==> src/rtl/mem_arbiter.sv <==
// Two-requester memory arbiter (fetch vs. data) for the core's single memory port.
// Define MEM_ARBITER_STATS_EN to add grant and stall statistics counters.
module mem_arbiter #(
    parameter int unsigned STREAK_MAX = 4,
    parameter int unsigned XLEN       = 32
) (
    input  logic            clk,
    input  logic            reset_n,
    input  logic            if_req,
    input  logic [XLEN-1:0] if_addr,
    output logic            if_ack,
    output logic [XLEN-1:0] if_rdata,
    input  logic            dm_req,
    input  logic            dm_we,
    input  logic [XLEN-1:0] dm_addr,
    input  logic [XLEN-1:0] dm_wdata,
    input  logic [3:0]      dm_be,
    output logic            dm_ack,
    output logic [XLEN-1:0] dm_rdata,
    output logic            mem_req,
    output logic            mem_we,
    output logic [XLEN-1:0] mem_addr,
    output logic [XLEN-1:0] mem_wdata,
    output logic [3:0]      mem_be,
    input  logic            mem_ready,
    input  logic [XLEN-1:0] mem_rdata
`ifdef MEM_ARBITER_STATS_EN
    ,
    output logic [31:0]     stat_if_grants,
    output logic [31:0]     stat_dm_grants,
    output logic [31:0]     stat_stall_cycles
`endif
);

    typedef enum logic [1:0] {S_IDLE, S_ACCESS, S_RESP} state_t;

    localparam logic [3:0] LP_STREAK_MAX = 4'(STREAK_MAX);

    state_t          r_state;
    state_t          w_next;
    logic [3:0]      r_streak;
    logic [3:0]      w_streak_next;
    logic            w_grant_dm;
    logic            w_grant_if;
    logic            r_owner_dm;
    logic            r_mem_we;
    logic [XLEN-1:0] r_mem_addr;
    logic [XLEN-1:0] r_mem_wdata;
    logic [3:0]      r_mem_be;
    logic [XLEN-1:0] r_if_rdata;
    logic [XLEN-1:0] r_dm_rdata;

    always_ff @(posedge clk or negedge reset_n) begin
        if (!reset_n) begin
            r_state  <= S_IDLE;
            r_streak <= 4'd0;
        end else begin
            r_state  <= w_next;
            r_streak <= w_streak_next;
        end
    end

    // Data wins unless fetch has already waited out STREAK_MAX data grants.
    always_comb begin
        w_next        = r_state;
        w_streak_next = r_streak;
        w_grant_dm    = 1'b0;
        w_grant_if    = 1'b0;
        case (r_state)
            S_IDLE: begin
                if (dm_req && !(if_req && (r_streak == LP_STREAK_MAX))) begin
                    w_grant_dm = 1'b1;
                    w_next     = S_ACCESS;
                    if (!if_req) begin
                        w_streak_next = 4'd0;
                    end else if (r_streak != LP_STREAK_MAX) begin
                        w_streak_next = r_streak + 4'd1;
                    end
                end else if (if_req) begin
                    w_grant_if    = 1'b1;
                    w_next        = S_ACCESS;
                    w_streak_next = 4'd0;
                end
            end
            S_ACCESS: begin
                if (mem_ready) begin
                    w_next = S_RESP;
                end
            end
            S_RESP:   w_next = S_IDLE;
            default:  w_next = S_IDLE;
        endcase
    end

    always_ff @(posedge clk or negedge reset_n) begin
        if (!reset_n) begin
            r_owner_dm  <= 1'b0;
            r_mem_we    <= 1'b0;
            r_mem_addr  <= '0;
            r_mem_wdata <= '0;
            r_mem_be    <= 4'h0;
            r_if_rdata  <= '0;
            r_dm_rdata  <= '0;
        end else begin
            if (w_grant_dm) begin
                r_owner_dm  <= 1'b1;
                r_mem_we    <= dm_we;
                r_mem_addr  <= dm_addr;
                r_mem_wdata <= dm_wdata;
                r_mem_be    <= dm_be;
            end else if (w_grant_if) begin
                r_owner_dm  <= 1'b0;
                r_mem_we    <= 1'b0;
                r_mem_addr  <= if_addr;
                r_mem_wdata <= '0;
                r_mem_be    <= 4'hF;
            end
            if ((r_state == S_ACCESS) && mem_ready) begin
                if (r_owner_dm) begin
                    r_dm_rdata <= mem_rdata;
                end else begin
                    r_if_rdata <= mem_rdata;
                end
            end
        end
    end

    // Handshake outputs decode straight from state so reset drops them at once.
    assign mem_req   = (r_state == S_ACCESS);
    assign if_ack    = (r_state == S_RESP) && !r_owner_dm;
    assign dm_ack    = (r_state == S_RESP) && r_owner_dm;
    assign mem_we    = r_mem_we;
    assign mem_addr  = r_mem_addr;
    assign mem_wdata = r_mem_wdata;
    assign mem_be    = r_mem_be;
    assign if_rdata  = r_if_rdata;
    assign dm_rdata  = r_dm_rdata;

`ifdef MEM_ARBITER_STATS_EN
    logic [31:0] r_stat_if;
    logic [31:0] r_stat_dm;
    logic [31:0] r_stat_stall;

    always_ff @(posedge clk or negedge reset_n) begin
        if (!reset_n) begin
            r_stat_if    <= 32'd0;
            r_stat_dm    <= 32'd0;
            r_stat_stall <= 32'd0;
        end else begin
            if (w_grant_if) begin
                r_stat_if <= r_stat_if + 32'd1;
            end
            if (w_grant_dm) begin
                r_stat_dm <= r_stat_dm + 32'd1;
            end
            if ((r_state == S_ACCESS) && !mem_ready) begin
                r_stat_stall <= r_stat_stall + 32'd1;
            end
        end
    end

    assign stat_if_grants    = r_stat_if;
    assign stat_dm_grants    = r_stat_dm;
    assign stat_stall_cycles = r_stat_stall;
`endif

endmodule

==> config.mk <==
export PLATFORM = sky130hd
export DESIGN_NAME = mem_arbiter
export DESIGN_NICKNAME = d
export VERILOG_FILES = /design/src/rtl/mem_arbiter.sv
export SDC_FILE = /design/constraint.sdc
export NUM_CORES = 1
export LEC_CHECK = 0
export BUFFER_PORTS_ARGS = -buffer_cell sky130_fd_sc_hd__buf_2
export CORE_ASPECT_RATIO = 0.75
export CORE_MARGIN = 1
export CORE_UTILIZATION = 51
export DETAILED_ROUTE_END_ITERATION = 8
export PLACE_DENSITY = 0.86
export SLEW_MARGIN = 20
export SYNTH_ARGS = -nofsm -noshare
export SYNTH_HDL_FRONTEND = slang
export SYNTH_SLANG_ARGS = --single-unit
==> constraint.sdc <==
create_clock -name clk -period 3.8 [get_ports clk]
set_input_delay 0.38 -clock clk [delete_from_list [all_inputs] [get_ports clk]]
set_output_delay 0.38 -clock clk [all_outputs]
set_load 0.05 [all_outputs]
# Yosys cells after proc, flatten, opt, wreduce, memory -nomap -nowiden
# Index checks and enable logic that the tools add are counted.
[totals]
ff_bits = 140
latch_bits = 0
ram_bits = 0
rom_bits = 0
inputBits = 138
output_inout_bits = 136
elab_cells = 54
memories = 0
[op_classes]
add_sub_neg = 1
multipliers = 0
div = 0
magnitude_cmp = 0
eq_ne = 7
shift = 0
n_mux = 22
bitwise = 1
n_reduce_logical = 14
[op_table]
columns = ["op", "n"]
rows = [
  ["32-bit two-way mux", 4],
  ["4-bit two-way mux", 6],
  ["1-bit two-way mux", 8],
  ["2-bit two-way mux", 3],
  ["2-bit AND reduction", 3],
  ["1-bit logical AND", 5],
  ["4-bit by 1-bit adder with 4-bit output (second input constant)", 1],
  ["4-bit by 3-bit equality test with 1-bit output (second input constant)", 1],
  ["4-bit by 3-bit != test with 1-bit output (second input constant)", 1],
  ["2-bit one-hot mux with 2 select lines", 1],
  ["2-bit nonzero test", 2],
  ["3-bit by 2-bit != test with 1-bit output (second input constant)", 1],
  ["3-bit != test (second input constant)", 1],
  ["3-bit AND reduction", 1],
  ["2-bit by 1-bit equality test with 1-bit output (second input constant)", 1],
  ["2-bit equality test (second input constant)", 1],
  ["1-bit logical NOT", 2],
  ["2-bit logical NOT", 1],
  ["2-bit by 1-bit != test with 1-bit output (second input constant)", 1],
  ["1-bit NOT", 1],
]

# Longest topological paths before layout
# Gate-level depths: netlist (run 1).
[logic_depth]
word_depth = 8
depth_mapped = 8
ltp_nobuf = 5

# Least setup slack after synthesis (run 1)
# OpenSTA, ideal clock, no wires.
[synth_path]
kind = "register to output"
startpoint = "register r_state[0]"
endpoint = "output port if_ack"
arrival_time_ns = 1.574
required_ns = 3.420
path_slack_ns = 1.846
stages_incl_launch_ff = 2
path_buffers = 0
cell_sequence = "dfrtp_1 > nor3b_1"
[synth_via]
elab_chain_cells = 2
[synth_lines]
columns = ["item", "line_no", "text"]
rows = [
  ["start, declared", "39", "state_t r_state;"],
  ["start signal, assigned", "58", "r_state <= w_next;"],
  ["2-bit equality test", "130", "assign if_ack = (r_state == S_RESP) && !r_owner_dm;"],
  ["1-bit logical AND", "130", ""],
  ["end, declared", "11", "output logic if_ack,"],
]
# Every way passes these cells.

# Worst setup path after layout (run 1)
[layout_path]
startpoint = "register r_streak[0]"
endpoint = "register r_mem_be[1], in the netlist mem_be[1]"
[layout_via]
elab_chain_cells = 7
word_cells_on_any_way = 10
cone_classes = "eq/ne (1); mux (5); reduce/logical (4)"
[layout_lines]
columns = ["item", "line_no", "text"]
rows = [
  ["start, declared", "41", "logic [3:0] r_streak;"],
  ["start signal, assigned", "59", "r_streak <= w_streak_next;"],
  ["4-bit by 3-bit equality test with 1-bit output *", "71", "if (dm_req && !(if_req && (r_streak == LP_STREAK_MAX))) begin"],
  ["1-bit logical AND *", "71", ""],
  ["1-bit logical NOT *", "71", ""],
  ["1-bit logical AND *", "71", ""],
  ["1-bit two-way mux", "71", ""],
  ["1-bit two-way mux", "69", "case (r_state)"],
  ["4-bit two-way mux or 2-bit nonzero test (tied branches)", "-", ""],
  ["end signal, assigned", "110", "r_mem_be <= dm_be;"],
  ["end, declared", "49", "logic [3:0] r_mem_be;"],
]
# Every way passes the cells marked *; elsewhere a longest branch is shown, timed or not.
# A chain may end at the register's enable or synchronous reset.

==> results of run 1 <==
==> power breakdown <==
part | total, mW | switching (mW) | internal [mW]
registers | 2.59 | 0.389 | 2.20
clock network | 1.64 | 0.611 | 1.03
logic | 4.66 | 3.51 | 1.15
==> layout by cell type (no fill, tap or decap), types with 2 or more instances in the layout <==
cell type	Yosys	routed
buf_2	10	272
dfrtp_1	140	140
mux2_1	64	64
inv_1	35	35
a22o_1	33	33
o2111ai_1	32	32
o21ai_0	32	32
o211ai_2	30	30
clkbuf_16	0	17
buf_4	3	9
o22a_1	4	4
clkinvlp_4	0	3
clkinv_4	0	3
bufinv_16	0	3
and3b_1	2	2
nor2_1	3	2
nand2_1	3	2
a32o_1	2	2
o211ai_1	2	2
ha_1	2	2
clkinv_2	0	2
inv_6	0	2
==> registers in the layout, summed over array words and instances (netlist names) <==
signal,flops
r_state,2
if_rdata,32
dm_rdata,32
mem_we,1
mem_wdata,32
r_owner_dm,1
mem_be,4
mem_addr,32
r_streak,4
==> stage by stage <==
stage	std cells	hold slack [ns]	utilization
floorplan	442	0.0844	-
global placement	825	0.461	0.661
detailed placement	826	0.469	0.662
CTS	857	0.109	0.715
global route	857	0.143	0.716
finish	857	0.0648	0.716
==> area by class of cell <==
class                      count  area (um2)
clock buffer                  18         429
clock inverter                13         166
fill                         807        3170
inverter                      36         135
multi-input combinational    227        2110
sequential                   140        3500
tap                          140         175
timing repair buffer         283        1460
==> per-layer routing <==
layer  up-vias  wire length (um)
li1       2177                 -
met1      2365              6340
met2       229              7530
met3        25               944
met4         0               297
met5         -                 0
==> worst paths after layout <==
check                          endpoint  slack [ns]  cells past startpoint
max                           mem_be[1]        1.32                      6
min                        mem_wdata[3]        0.06                      1
max in group asynchronous  mem_addr[27]        2.85                      2
max reg2reg                   mem_be[1]        1.32                      6
min reg2reg                 if_rdata[7]        0.48                      1
min in group clk             r_state[0]        0.18                      2
==> cell families (layout without fill, tap and decap cells) <==
group                      Yosys count  count (layout)  synth area share
buffers and inverters               75             350            0.0618
muxes                               64              64             0.121
adders and majority gates            2               2           0.00419
xor gates and xnor gates             1               1           0.00147
DFF                                140             140             0.587
and+or+nand+nor                     19              19            0.0212
AOI/OAI and AO/OA                  141             141             0.204
==> run_results.csv, run 1 <==
group,metric,value,unit
detailed_routing,wirelength,15100,um
critical_path,crit_buf_inv,2,
sta,fin_crit,2.48,ns
finish,drive_gt1_frac,0.485,
critical_path,cp.required,4.08,ns
clock_tree,cts_tree,"built",
synthesis,synth_common_cells,"dfrtp_1 (140), mux2_1 (64), inv_1 (35)",
sta,fmax,403,MHz
clock_tree,cts_resized,0,
synthesis,syn_nets,582,
sta,finalMaxSlewViolations,0,
sta,min_period_over_period,0.653,
global_route,grt.overflow.total,0,
critical_path,path_cells,"inv_1, ha_1, and4b_1, buf_4, or3_2, o22a_1",
synthesis,netlist_area,5970,um2
synthesis,yosysSeqAreaShare,0.587,
detailed_routing,ant_nets,0,
placement,io_buffer_count,273,
critical_path,crit_path_end_kind,"register",
floorplanning,core_area,11100,um2
finish,antennaDiodeCount,0,
global_route,grt_use_met3,0.0595,
synthesis,yosysMostFrequentCell,"dfrtp_1",
synthesis,synth_top_area_frac,0.587,
clock_tree,root_buffer,"clkbuf_16",
global_route,grtUsageTotal,0.248,
critical_path,crit_type,"register to register",
clock_tree,cts.sinks,140,
synthesis,ys.flop_type,"dfrtp_1",
floorplanning,dieArea,12200,um2
floorplanning,pin_count,274,
global_route,grt.busiest_layer,"met2",
clock_tree,cts_setup_buffers,0,
sta,slew_headroom,0.328,
floorplanning,die_height,95.7,um
sta,fin_worst_skew,0.0129,ns
sta,setup_slack,1.32,ns
critical_path,max_stage_delay,0.91,ns
synthesis,async_reset_ff_frac,1.00,
power_and_ir_drop,powerDensity,1110,nW/um2
sta,finalHoldViolCount,0,
status,status,"completed",
synthesis,synth_edf_count,0,
global_route,met2_usage,0.417,
placement,dpl_worst_slack,1.35,ns
flow_run,max-cap-violations,0,
detailed_routing,drt-wirelength-per-cell,17.6,um
global_route,grt_pass1_vias,4609,
global_route,grt_util_met1,0.317,
floorplanning,start_util,0.536,
clock_tree,clkLatencyLatePin,0.40,ns
finish,stdcell_area,7980,um2
detailed_routing,via_count,4796,
global_route,grt_pass1_wl,23200,um
synthesis,synth_area_per_cell,13.5,um2
power_and_ir_drop,leakage,4.07,nW
synthesis,ys_warn_count,0,
power_and_ir_drop,ir_drop,0.743,mV
detailed_routing,drc,0,
sta,finalSetupViolations,0,
sta,tns,0,ns
floorplanning,num_rows,33,
detailed_routing,drtIter0Drc,297,
detailed_routing,drtPass1Iterations,5,
critical_path,start_kind,"register",
synthesis,synth_cell_type_count,38,
clock_tree,cts_buffer_depth,2,
critical_path,crit_start,"r_streak[0]",
finish,area_delta_synth_final,33.6,%
critical_path,r2r-start,"r_streak[0]",
sta,rsz0062_at_grt,"false",
clock_tree,postCtsHoldBufs,0,
placement,dpl.hpwl,10700,um
power_and_ir_drop,power,8.89,mW
synthesis,synthCells,442,
critical_path,cp.arrival,2.76,ns
detailed_routing,viasPerCell,5.60,
synthesis,synth_top_cell_by_area,"dfrtp_1",
global_route,grt_max_degree,100,
sta,tightest_slew,1.01,ns
clock_tree,clk_pin_slew,0.06,ns
min_path,hold_class,"input port to async pin",
critical_path,cp_max_fo,36,
critical_path,cp_slowest_cell,"or3_2",
placement,place_congestion,0.860,
critical_path,cp_top_family,"simple AND/OR/NAND/NOR gates",
finish,final_nets,845,
synthesis,ys_ff_latch,140,
clock_tree,cts_htree_levels,4,
floorplanning,fp.dieW,127,um
global_route,antenna_found_initial,0,
clock_tree,numCtsBuffers,17,
synthesis,synth_area_leaders,"dfrtp_1 (59%), mux2_1 (12%), o211ai_2 (6.3%)",
placement,dpl_cell_area,7380,um2
(Power assumes the default switching activity.)
==> run 2, diff against run 1 <==
- CORE_UTILIZATION: 51 -> 42
- PLACE_DENSITY: 0.86 -> 0.76
- clock period: 3.8 -> 2.1 ns (I/O delays scaled with it)
==> run 2 against run 1 <==
Design area increased by 3.4%. Power is 84% higher. Via count shrank 0.44%. Critical endpoint is now mem_addr[31]. Largest cell class unchanged. Setup slack got worse by 1.2 ns.
==> run_results.csv, run 2 (synthesized netlist as in run 1, its figures left out) <==
group,metric,value,unit
detailed_routing,ant_nets,0,
clock_tree,cts.sinks,140,
sta,tightest_slew,0.628,ns
global_route,grtUsageTotal,0.222,
finish,utilization,0.598,
finish,fill_cells,1110,
finish,final_common_cell,"buf_2",
power_and_ir_drop,ir_drop,1.10,mV
floorplanning,die_height,105,um
critical_path,cp.arrival,2.31,ns
global_route,grt_pass1_vias,4997,
critical_path,path_cells,"inv_1, ha_1, and4b_1, or3_2, buf_4, o211ai_2",
detailed_routing,viasPerCell,5.25,
placement,io_buffer_count,273,
clock_tree,clk_pin_slew,0.07,ns
global_route,grt.overflow.total,0,
sta,finalMaxSlewViolations,0,
sta,fmax,505,MHz
placement,dpl_worst_slack,0.126,ns
sta,slew_headroom,0.581,
critical_path,crit_buf_inv,2,
detailed_routing,via_count,4775,
critical_path,r2r-start,"r_streak[0]",
flow_run,max-cap-violations,0,
clock_tree,root_buffer,"clkbuf_16",
finish,mostFrequentLayoutCells,"buf_2 (272), dfrtp_1 (140), mux2_1 (64), inv_1 (35), a22o_1 (33)",
clock_tree,cts_htree_levels,4,
power_and_ir_drop,leakage,4.18,nW
placement,dpl.hpwl,11100,um
clock_tree,cts_setup_buffers,0,
sta,fin_worst_skew,0.0104,ns
finish,drive_gt1_frac,0.482,
critical_path,cp_top_family,"simple AND/OR/NAND/NOR gates",
global_route,grt_max_degree,66,
status,status,"completed",
sta,min_period_over_period,0.942,
critical_path,crit_type,"register to register",
sta,tns,0,ns
clock_tree,clkLatencyLatePin,0.42,ns
critical_path,cp_max_fo,17,
finish,antennaDiodeCount,0,
placement,dpl_cell_area,7500,um2
critical_path,cp_slowest_cell,"or3_2",
detailed_routing,drt-wirelength-per-cell,17.3,um
floorplanning,num_rows,37,
min_path,holdCritStartpoint,"mem_rdata[10]",
sta,finalSetupViolations,0,
sta,whs,0.0169,ns
floorplanning,fp.dieW,140,um
clock_tree,cts_tree,"built",
clock_tree,numCtsBuffers,17,
detailed_routing,drtPass1Iterations,4,
critical_path,crit_start,"r_streak[0]",
finish,stdcell_area,8250,um2
detailed_routing,drtIter0Drc,194,
clock_tree,cts_buffer_depth,2,
floorplanning,pin_count,274,
finish,ff_latch_area,3500,um2
sta,setup_slack,0.121,ns
floorplanning,dieArea,14700,um2
sta,finalHoldViolCount,0,
global_route,antenna_found_initial,0,
placement,place_congestion,0.789,
critical_path,cp.required,2.43,ns
critical_path,crit_path_end_kind,"register",
power_and_ir_drop,powerDensity,1990,nW/um2
detailed_routing,wirelength,15800,um
floorplanning,core_area,13800,um2
sta,rsz0062_at_grt,"false",
finish,area_delta_synth_final,38.1,%
sta,fin_crit,1.98,ns
detailed_routing,drc,0,
critical_path,start_kind,"register",
global_route,grt_pass1_wl,25400,um
finish,final_nets,862,
critical_path,max_stage_delay,0.59,ns
floorplanning,start_util,0.433,
finish,multi_input_area,2110,um2
min_path,hold_class,"input port to register",
run 2: layer usage:
layer  GRT usage  vias to the layer above  wire length (um)
met1       0.276                     2360              6700
met5           0                        -                 0
met3      0.0522                       16               960
met2       0.380                      195              7890
met4      0.0769                        0               217
li1            -                     2204                 -
run 2: power breakdown:
group	switching [mW]	internal [mW]
Clock	1.26	1.91
Combinational	6.40	2.15
Sequential	0.701	3.98
run 2: path summary, 6_finish.rpt:
path / cells after the start / slack [ns] / to
max: 6 / 0.12 / mem_addr[31]
max reg2reg: 6 / 0.12 / mem_addr[31]
max in group asynchronous: 3 / 1.07 / dm_rdata[14]
min in group asynchronous: 2 / 0.37 / dm_rdata[10]
min: 2 / 0.02 / dm_rdata[10]
min reg2reg: 1 / 0.48 / if_rdata[3]
run 2: cell type report:
| class | count | area share |
|---|---|---|
| timing repair buffer | 300 | 0.201 |
| clock buffer | 17 | 0.0516 |
| sequential | 140 | 0.425 |
| inverter | 36 | 0.0164 |
| multi-input combinational | 227 | 0.255 |
| clock inverter | 15 | 0.0243 |
| tap | 175 | 0.0265 |
run 2: stage by stage:
step,cells,power (mW)
2_1_floorplan,442,11.1
3_3_place_gp,866,13.0
3_5_place_dp,866,13.3
4_1_cts,910,16.5
5_1_grt,910,17.2
6_report,910,16.4
run 2: timing repair:
action                                  4_1_cts  5_1_grt
endpoints found under the setup margin        0        4
gates resized for setup                       0        1
hold endpoints to repair                     74        0
hold buffers                                 12        0
==> run 3, diff against run 2 <==
- CORE_UTILIZATION: 42 -> 51
- PLACE_DENSITY: 0.76 -> 0.86
- clock period: 2.1 -> 2.5 ns (I/O delays scaled with it)
==> run 3 against run 2 <==
Setup slack gained 0.28 ns. Design area shrank 2.3%. Largest power group unchanged. Routed wire length is essentially flat. Highest routed layer unchanged.
==> run_results.csv, run 3 (synthesized netlist as in run 1, its figures left out) <==
group,metric,value,unit
power_and_ir_drop,switchingPower,6.91,mW
sta,min_period_over_period,0.838,
power_and_ir_drop,ir_drop,0.957,mV
critical_path,cp_max_fo,16,
global_route,grt_pass1_vias,4908,
sta,rsz0062_at_grt,"false",
critical_path,cp.required,2.81,ns
detailed_routing,drtIter0Drc,286,
sta,finalSetupViolations,0,
power_and_ir_drop,p_comb_frac,0.522,
detailed_routing,viasPerCell,5.67,
finish,instances_no_fill,863,
placement,dpl.hpwl,11300,um
power_and_ir_drop,powerDensity,1700,nW/um2
finish,final_common_cell,"buf_2",
placement,place_congestion,0.850,
critical_path,crit_path_end_kind,"register",
floorplanning,die_height,95.7,um
sta,fin_crit,2.10,ns
floorplanning,core_area,11100,um2
critical_path,start_kind,"register",
finish,drive_gt1_frac,0.487,
flow_run,max-cap-violations,0,
sta,fmax,477,MHz
sta,tns,0,ns
clock_tree,cts_buffer_depth,2,
floorplanning,fp.dieW,127,um
global_route,grtUsageTotal,0.262,
finish,antennaDiodeCount,0,
critical_path,crit_type,"register to register",
floorplanning,num_rows,33,
clock_tree,cts_tree,"built",
floorplanning,pin_count,274,
finish,final_nets,851,
finish,mostFrequentLayoutCells,"buf_2 (272), dfrtp_1 (140), mux2_1 (64), inv_1 (35), a22o_1 (33)",
power_and_ir_drop,netSwitchingFraction,0.504,
finish,ff_latch_area,3500,um2
sta,whs,0.0410,ns
global_route,grt_pass1_wl,24500,um
floorplanning,dieArea,12200,um2
clock_tree,cts_htree_levels,4,
detailed_routing,wirelength,15800,um
min_path,hold_class,"input port to register",
placement,dp_cells,831,
global_route,grt.overflow.total,0,
critical_path,r2r-start,"r_streak[0]",
sta,slew_headroom,0.527,
clock_tree,numCtsBuffers,17,
global_route,antenna_found_initial,0,
sta,finalMaxSlewViolations,0,
finish,area_delta_synth_final,35.0,%
clock_tree,cts.sinks,140,
critical_path,cp.arrival,2.41,ns
power_and_ir_drop,clkPwrFrac,0.191,
detailed_routing,drt-wirelength-per-cell,18.3,um
finish,utilization,0.723,
detailed_routing,drc,0,
clock_tree,clk_pin_slew,0.06,ns
power_and_ir_drop,leakage,4.11,nW
finish,fill_cells,773,
sta,fin_worst_skew,0.0163,ns
clock_tree,clkLatencyLatePin,0.41,ns
detailed_routing,drtPass1Iterations,4,
clock_tree,cts_resized,0,
power_and_ir_drop,internal-power,6.80,mW
global_route,grt_max_degree,68,
finish,multi_input_area,2110,um2
placement,io_buffer_count,273,
critical_path,crit_start,"r_streak[0]",
sta,tightest_slew,0.708,ns
sta,finalHoldViolCount,0,
detailed_routing,via_count,4895,
clock_tree,root_buffer,"clkbuf_16",
floorplanning,start_util,0.536,
power_and_ir_drop,seqPwrFrac,0.287,
status,status,"completed",
detailed_routing,ant_nets,0,
min_path,holdCritStartpoint,"mem_ready",
## run 3: cell count changes in the layout (fill, tap and decap cells not counted), moves of 2 or more
cell           delta
dlygate4sd3_1    -11
buf_12            -3
buf_4             +3
inv_8             -3
inv_6             -2
## run 3: area by class of cell
cell class,count,area share
inverter,36,0.0168
timing repair buffer,289,0.188
clock buffer,18,0.0532
tap,140,0.0217
clock inverter,13,0.0238
multi-input combinational,227,0.262
sequential,140,0.435
## run 3: final timing paths
check / end / slack, ns / cells after the start
max in group asynchronous: if_rdata[15] / 1.40 / 3
setup / recovery: mem_addr[14] / 0.40 / 6
min in group asynchronous: mem_wdata[19] / 0.37 / 2
setup reg to reg: mem_addr[14] / 0.40 / 6
hold reg to reg: if_rdata[6] / 0.48 / 1
hold / removal: r_state[0] / 0.04 / 2
## run 3: power by group through the flow
stage               sequential (mW)  clock (mW)  combinational, mW
global route                   4.05        2.79               7.48
finish                         3.93        2.63               7.16
detailed placement             3.93           0               7.19
CTS                            3.93        2.66               7.20
global placement               3.89           0               7.02
floorplan                      7.53           0               1.83
## run 3: per-layer routing
layer	track usage	vias to the layer above	routed length (um)
met4	0.117	0	435
li1	-	2179	-
met5	0	-	0
met2	0.449	253	7860
met1	0.319	2426	6330
met3	0.0673	37	1150
## run 3: worst max-delay path, cell delays in order, from the launching register on
cell	delay, ns
dfrtp_1	0.36
inv_1	0.08
ha_1	0.21
and4b_1	0.23
or3_2	0.68
buf_4	0.29
o211ai_2	0.16
## run 3: what timing repair did
| item | 4_1_cts | 5_1_grt |
|---|---|---|
| setup buffers | 0 | 0 |
| hold buffers | 1 | 0 |
| endpoints found under the hold margin | 53 | 0 |
## run 3: metrics by stage
stage                     setup WS [ns]  cell area [um2]  total power [mW]
after global routing              0.316             8060              14.3
after floorplan                   0.676             5970              9.36
after CTS                         0.404             8060              13.8
after global placement            0.273             7410              10.9
after detailed placement          0.425             7430              11.1
final                             0.404             8060              13.7
